===== config.mk =====
export PLATFORM = sky130hd
export DESIGN_NAME = iir_recursive_mac
export DESIGN_NICKNAME = d
export VERILOG_FILES = /design/src/rtl/iir_recursive_mac.sv
export SDC_FILE = /design/constraint.sdc
export NUM_CORES = 2
export LEC_CHECK = 0
export ABC_AREA = 0
export CAP_MARGIN = 20
export CORE_AREA = 2 2 301 303
export DETAILED_ROUTE_END_ITERATION = 10
export DIE_AREA = 0 0 303 305
export GPL_TIMING_DRIVEN = 0
export SETUP_SLACK_MARGIN = 0.3
export SYNTH_ARGS = -nofsm -noshare
export SYNTH_HDL_FRONTEND = slang
export SYNTH_SLANG_ARGS = --single-unit

===== constraint.sdc =====
create_clock -name clk -period 13.2 [get_ports clk]
set_input_delay 1.98 -clock clk [delete_from_list [all_inputs] [get_ports clk]]
set_output_delay 1.98 -clock clk [all_outputs]
set_load 0.1 [all_outputs]

===== src/rtl/iir_recursive_mac.sv =====
// Recursive all-pole Q16.16 filter, y[n] = x[n] - sum_k c[k]*y[n-1-k], using one shared multiplier.
// Optional output/feedback clamping is enabled by defining SATURATE_EN.
module iir_recursive_mac #(
   parameter int DATA_W = 32,
   parameter int FRAC   = 16,
   parameter int ORDER  = 2
) (
   input  logic              clk,
   input  logic              rst,
   input  logic [DATA_W-1:0] in_data,
   input  logic              in_valid,
   output logic              in_ready,
   output logic [DATA_W-1:0] out_data,
   output logic              out_valid,
   input  logic              out_ready,
   input  logic              coef_we,
   input  logic [2:0]        coef_addr,
   input  logic [DATA_W-1:0] coef_wdata
);

   localparam int ACC_W = 2 * DATA_W;

   typedef enum logic [1:0] {
      IDLE = 2'd0,
      MAC  = 2'd1,
      OUT  = 2'd2
   } state_t;

   state_t                   state_r;
   logic        [ACC_W-1:0]  acc_r;
   logic        [2:0]        k_r;
   logic        [DATA_W-1:0] coef_r [ORDER];
   logic        [DATA_W-1:0] hist_r [ORDER];
   logic        [DATA_W-1:0] coef_sel_s;
   logic        [DATA_W-1:0] hist_sel_s;
   logic signed [ACC_W-1:0]  prod_s;

   // Drops the fractional bits of the accumulator; overflow either wraps or clamps.
   function automatic logic [DATA_W-1:0] scale_out(input logic [ACC_W-1:0] a);
`ifdef SATURATE_EN
      logic [DATA_W-FRAC:0] top;
      top = a[ACC_W-1:FRAC+DATA_W-1];
      if ((top == {(DATA_W-FRAC+1){1'b0}}) || (top == {(DATA_W-FRAC+1){1'b1}})) begin
         return a[FRAC+DATA_W-1:FRAC];
      end else if (a[ACC_W-1]) begin
         return {1'b1, {(DATA_W-1){1'b0}}};
      end else begin
         return {1'b0, {(DATA_W-1){1'b1}}};
      end
`else
      return a[FRAC+DATA_W-1:FRAC];
`endif
   endfunction

   // Selects the current tap's coefficient and history word for the shared multiplier.
   always_comb begin
      coef_sel_s = {DATA_W{1'b0}};
      hist_sel_s = {DATA_W{1'b0}};
      for (int i = 0; i < ORDER; i++) begin
         if (k_r == 3'(i)) begin
            coef_sel_s = coef_r[i];
            hist_sel_s = hist_r[i];
         end else begin
            coef_sel_s = coef_sel_s;
            hist_sel_s = hist_sel_s;
         end
      end
   end

   assign prod_s = signed'({{DATA_W{coef_sel_s[DATA_W-1]}}, coef_sel_s})
                 * signed'({{DATA_W{hist_sel_s[DATA_W-1]}}, hist_sel_s});

   // Control FSM with coefficient storage, history and registered stream outputs.
   always_ff @(posedge clk or negedge rst) begin
      if (!rst) begin
         state_r   <= IDLE;
         acc_r     <= {ACC_W{1'b0}};
         k_r       <= 3'd0;
         out_data  <= {DATA_W{1'b0}};
         out_valid <= 1'b0;
         in_ready  <= 1'b1;
         for (int i = 0; i < ORDER; i++) begin
            coef_r[i] <= {DATA_W{1'b0}};
            hist_r[i] <= {DATA_W{1'b0}};
         end
      end else begin
         case (state_r)
            IDLE: begin
               // The write and an accept share this edge, so the new tap is seen by MAC.
               for (int i = 0; i < ORDER; i++) begin
                  if (coef_we && (coef_addr == 3'(i))) begin
                     coef_r[i] <= coef_wdata;
                  end
               end
               if (in_valid) begin
                  acc_r    <= {{(DATA_W-FRAC){in_data[DATA_W-1]}}, in_data, {FRAC{1'b0}}};
                  k_r      <= 3'd0;
                  in_ready <= 1'b0;
                  state_r  <= MAC;
               end
            end
            MAC: begin
               acc_r <= acc_r - prod_s;
               if (k_r == 3'(ORDER - 1)) begin
                  state_r <= OUT;
               end else begin
                  k_r <= k_r + 3'd1;
               end
            end
            OUT: begin
               if (!out_valid) begin
                  out_data  <= scale_out(acc_r);
                  out_valid <= 1'b1;
               end else if (out_ready) begin
                  // History moves only on the handshake so a stalled output leaves it intact.
                  for (int i = ORDER - 1; i > 0; i--) begin
                     hist_r[i] <= hist_r[i-1];
                  end
                  hist_r[0] <= out_data;
                  out_valid <= 1'b0;
                  in_ready  <= 1'b1;
                  state_r   <= IDLE;
               end
            end
            default: begin
               out_valid <= 1'b0;
               in_ready  <= 1'b1;
               state_r   <= IDLE;
            end
         endcase
      end
   end

endmodule


Word level (Yosys, flattened, before mapping)
Index checks and enable logic that the tools add are counted.
W data, S select, Z words.
Storage, ports and cells
  register bits after elaboration: 231
  bits in latches: 0
  bits in writable memories: 0
  ROM bits: 0
  output and inout bits: 34
  logic and storage cells: 60
  memories: 0
Cells by class
  add/subtract/negate cells: 2
  multipliers: 1
  div/mod/pow operators: 0
  $lt $le $gt $ge: 0
  eq/ne operators: 9
  shift operators: 0
  multiplexer cells: 21
  bitwise gates (word level): 2
  reduce and logical (&&, ||, !) cells: 15
Operators with widths (number)
  $mux W32: 4
  $pmux W64 S2: 1
  $mul A32 B32 Y64: 1
  $mux W64: 1
  $sub A64 B64 Y64: 1
  $ne A2 B2 Y1 const B: 5
  $mux W2: 4
  $reduce_and A2 Y1: 4
  $reduce_and A4 Y1: 2
  $eq A3 B1 Y1 const B: 2
  $logic_not A3 Y1: 2
  $mux W3: 2
  $pmux W2 S3: 1
  $pmux W3 S2: 1
  $reduce_and A3 Y1: 2
  $mux W1: 5
  $add A3 B1 Y3 const B: 1
  $pmux W1 S3: 1
  $eq A2 B1 Y1 const B: 1
  $eq A2 B2 Y1 const B: 1
  $logic_and A1 B1 Y1: 2
  $logic_not A2 Y1: 1
  $not A1 Y1: 2
  $pmux W1 S2: 1
  2 further kinds: 2

Depth between registers and ports, before layout
  word-level depth: 6
  mapped depth: 38
  gate-level depth less buffers: 31

Worst setup path before layout
Ideal clock, no wire load.
  path kind: register to register
  start: register k_r[0]
  end: register acc_r[47]
  setup time: 0.137 ns
  data arrival time: 8.500 ns
  path slack: 4.563 ns
  stages on the path, launching flop included: 37
  clock period less this slack: 8.637 ns
  cells stage by stage: dfrtp_1 > ha_1 > nor2b_2 > buf_6 > buf_12 > buf_6 > clkbuf_1 > buf_2 > a22oi_1 > clkbuf_1 > buf_1 > nor2_1 > fa_1 > inv_1 > fa_1 > inv_1 > fa_1 > fa_1 > fa_1 > inv_1 > fa_1 > fa_1 > inv_1 > fa_1 > inv_1 > ha_1 > clkbuf_1 > nand3_1 > o211ai_1 > a21oi_1 > o21ai_0 > o21ai_0 > o2111a_1 > o21ba_2 > o21bai_1 > xnor2_1 > a21oi_1
On the way
  cells in the longest elaborated chain, start to end: 6
  elaborated cells on any way between the ends: 9
  those cells by class: 1 x add/sub; 1 x mul; 1 x eq/ne; 5 x mux; 1 x reduce/logical
RTL lines
  from (decl): RTL line 31  | logic [2:0] k_r;
  from (signal assigned): RTL line 107  | k_r <= k_r + 3'd1;
  $logic_not A3 Y1: RTL line 60  | if (k_r == 3'(i)) begin
  $mux W32 (2 in series): RTL line 60
  $mul A32 B32 Y64 *: RTL line 71  | * signed'({{DATA_W{hist_sel_s[DATA_W-1]}}, hist_sel_s});
  $sub A64 B64 Y64 *: RTL line 103  | acc_r <= acc_r - prod_s;
  $pmux W64 S2 *: RTL line 87  | case (state_r)
  to (signal assigned): RTL line 77  | acc_r <= {ACC_W{1'b0}};
  to (signal assigned): RTL line 96  | acc_r <= {{(DATA_W-FRAC){in_data[DATA_W-1]}}, in_data, {FRAC{1'b0}}};
  to (signal assigned): RTL line 103
  to (decl): RTL line 30  | logic [ACC_W-1:0] acc_r;
Mark *: on every way between the ends. The rest lies on a longest branch, timed or not.
A chain may end at the register's enable or synchronous reset.

Worst setup path in the final report
  start: register k_r[0]
  end: register acc_r[43]
The elaborated chain is that of the path after synthesis.

==> impl_metrics.env <==
export IMPL_status="finished with violations"
export IMPL_violations="slew limit"
export IMPL_max_stage_delay_ns=0.86
export IMPL_worstSetupEndpointType="flip-flop"
export IMPL_antenna_found_initial=2
export IMPL_cts_resized=0
export IMPL_fmax_ghz=0.0862
export IMPL_first_pass_iters=7
export IMPL_syn_to_final_growth_pct=8.96
export IMPL_fin_tns_setup_ns=0
export IMPL_core_area_um2=89300
export IMPL_synth_nets=5368
export IMPL_initial_core_util_pct=44.6
export IMPL_holdPathStages=2
export IMPL_slowest_stage="clkbuf_1"
export IMPL_initialDrtViolationCount=3005
export IMPL_relSlewSlack_pct=-6.97
export IMPL_drcViolationCount=0
export IMPL_vias=30600
export IMPL_synth_area_per_cell_um2=9.51
export IMPL_post_cts_setup_buffers=0
export IMPL_grt_max_degree=116
export IMPL_setup_violations_final=0
export IMPL_hp_class="flip-flop to flip-flop"
export IMPL_cts_tree="built"
export IMPL_grt_pass1_wl_um=218000
export IMPL_timing_rr_end="acc_r[43]"
export IMPL_synthCells=4194
export IMPL_portBuffers=105
export IMPL_cts_buffer_depth=3
export IMPL_drive_gt1_share_pct=6.89
export IMPL_synth_edf_count=0
export IMPL_hold_viol_final=0
export IMPL_period_needed_ns=11.60
export IMPL_htreeDepth=1
export IMPL_async_flop_share_pct=100
export IMPL_cts_sinks=215
export IMPL_crit_arrival_ns=12.06
export IMPL_hold_end="in_ready"
export IMPL_rsz0062_at_grt="false"
export IMPL_min_delay_start="in_ready"
export IMPL_path_class="flip-flop to flip-flop"
export IMPL_die_area_um2=92400
export IMPL_fp_dieW_um=303
export IMPL_r2r_start="k_r[0]"
export IMPL_cp_max_fo=10
export IMPL_syn_area_um2=39900
export IMPL_post_drt_wl_per_cell_um=26.7
export IMPL_avgViaCountPerCell=5.54
export IMPL_cts_root_buf="clkbuf_16"
export IMPL_clock_latency_ns=0.57
export IMPL_cap_violations=0
export IMPL_routed_wl_um=148000
export IMPL_r2r_cells=33
export IMPL_num_io_pins=106
export IMPL_ctsHoldBuffers=0
export IMPL_ys_seq_elements=215
export IMPL_crit_top_cell="fa_1"
export IMPL_path_clk_slew_ns=0.07
export IMPL_grt_pass1_vias=32400
export IMPL_drtAntennaViolNets=0
export IMPL_grt_ovfl_total=0
export IMPL_ys_types=76
export IMPL_worst_slew_pin_transition_ns=1.60
export IMPL_cp_start_kind="flip-flop"
export IMPL_num_rows=110
export IMPL_yosys_warnings=0
export IMPL_maxSlewViolCount=6
export IMPL_ys_flop_type="dfrtp_1"
export IMPL_grt_usage_pct=33.0
export IMPL_gp_congestion=1.03
export IMPL_cts_buffers=23
export IMPL_crit_required_ns=13.65
export IMPL_fin_skew_ns=0.0417
export IMPL_seq_area_frac_synth_pct=13.5
export IMPL_place_hpwl_um=126000
export IMPL_reg2reg_setup_slack_ns=1.60
export IMPL_die_h_um=305
export IMPL_nets=5512
export IMPL_layout_worst_path_cycle_share_pct=87.9
cell type report:
type	instances	area (um^2)
Antenna cell	2	5.00
Buffer	216	911
Clock buffer	26	607
Clock inverter	16	241
Fill cell	8573	45900
Inverter	994	3730
Multi-Input combinational cell	2769	29900
Sequential cell	215	5380
Tap cell	1176	1470
Timing Repair Buffer	119	1240
kinds of logic after synthesis:
| kind of cell | share of synthesized area (%) |
|---|---|
| simple gates | 10.6 |
| xor+xnor | 1.93 |
| buf+inv | 11.6 |
| mux | 4.54 |
| flops | 13.5 |
| fa+ha+maj | 51.3 |
| compound gates | 6.51 |
cells in the final DEF, fill, tap and decap left out, types with 63 or more instances in the layout:
| master | n |
|---|---|
| a21oi_1 | 67 |
| clkbuf_1 | 164 |
| clkdlybuf4s50_1 | 104 |
| dfrtp_1 | 214 |
| fa_1 | 888 |
| ha_1 | 214 |
| inv_1 | 994 |
| mux2_2 | 160 |
| nand2_1 | 536 |
| nor2_1 | 446 |
| o21ai_0 | 63 |
| xnor2_1 | 63 |
cell usage after synthesis (2+ instances only):
| cell | number | area [um^2] |
|---|---|---|
| o211ai_1 | 5 | 37.5 |
| inv_1 | 994 | 3730 |
| dfrtp_1 | 214 | 5360 |
| and2_1 | 4 | 25.0 |
| a31oi_1 | 4 | 25.0 |
| o21ai_1 | 4 | 20.0 |
| a22oi_1 | 50 | 375 |
| a41oi_1 | 4 | 35.0 |
| or2_2 | 6 | 37.5 |
| a21oi_1 | 67 | 335 |
| o22ai_1 | 7 | 43.8 |
| buf_2 | 33 | 165 |
| a32o_1 | 2 | 20.0 |
| buf_6 | 5 | 56.3 |
| xor2_1 | 23 | 201 |
| xnor2_1 | 63 | 552 |
| nor2b_1 | 9 | 56.3 |
| a21o_1 | 16 | 120 |
| nand2_1 | 536 | 2010 |
| a22oi_2 | 10 | 125 |
| clkbuf_1 | 163 | 612 |
| and3_1 | 6 | 37.5 |
| a22oi_4 | 6 | 128 |
| nor3b_1 | 7 | 52.6 |
| o21a_1 | 6 | 45.0 |
| a32oi_1 | 4 | 35.0 |
| or3_1 | 11 | 68.8 |
| mux2_2 | 160 | 1800 |
| a22o_1 | 61 | 534 |
| ha_1 | 214 | 2680 |
| o21ai_0 | 63 | 315 |
| nand2_2 | 2 | 12.5 |
| a22o_2 | 2 | 20.0 |
| nand3_1 | 9 | 45.0 |
| nor3_1 | 6 | 30.0 |
| o2111ai_1 | 2 | 17.5 |
| nor2_1 | 446 | 1670 |
| buf_1 | 12 | 45.0 |
| o21bai_1 | 7 | 52.6 |
| nand4_1 | 8 | 50.1 |
| fa_1 | 888 | 17800 |
| a211oi_1 | 4 | 30.0 |
| nor2_2 | 4 | 25.0 |
| o22a_1 | 9 | 78.8 |
| nand2b_1 | 7 | 43.8 |
layer usage:
layer	part of all wire, %	global-route usage (%)	vias up
met3	11	7.95	334
li1	-	-	12800
met4	5.8	15.7	2
met1	40	45.6	16000
met2	43	49.0	1568
met5	0.0061	0	-
how the worst max path moves through the flow:
stage                      start        end  slack, ns
after CTS                 k_r[0]  acc_r[43]       1.84
after global routing      k_r[0]  acc_r[43]       1.34
final                     k_r[0]  acc_r[43]       1.60
after global placement       rst  acc_r[41]       0.61
after floorplan           k_r[0]  acc_r[47]       4.56
after detailed placement  k_r[0]  acc_r[43]       1.92
critical path: cells and delay by family (launching register included):
family                   cells  cell delay, ns
AND/OR/NAND/NOR              2            0.81
flip-flops                   1            0.40
adder cells (fa/ha/maj)     10            4.75
buffers and inverters       10            3.13
AO/OA/AOI/OAI               10            1.96
XOR/XNOR                     1            0.42
per-stage QoR:
step	setup WS, ns	utilization [%]	std cells	cell area (um^2)	hold WS [ns]
after floorplan	4.56	-	4194	39900	0.456
after global placement	0.613	47.5	5475	42400	0.473
after detailed placement	1.92	47.7	5487	42600	0.477
after CTS	1.84	48.6	5529	43400	0.491
after global routing	1.34	48.6	5531	43400	0.509
final	1.60	48.6	5533	43500	0.490
state kept, by name (all words and copies together), names as in the netlist:
signal,cells
coef_r,64
hist_r,64
acc_r,48
out_data,32
k_r,3
state_r,2
in_ready,1
out_valid,1
Power is left out: the tool's default activity adds up to more than one toggle a clock period on the data nets, which glitch-free logic cannot reach.
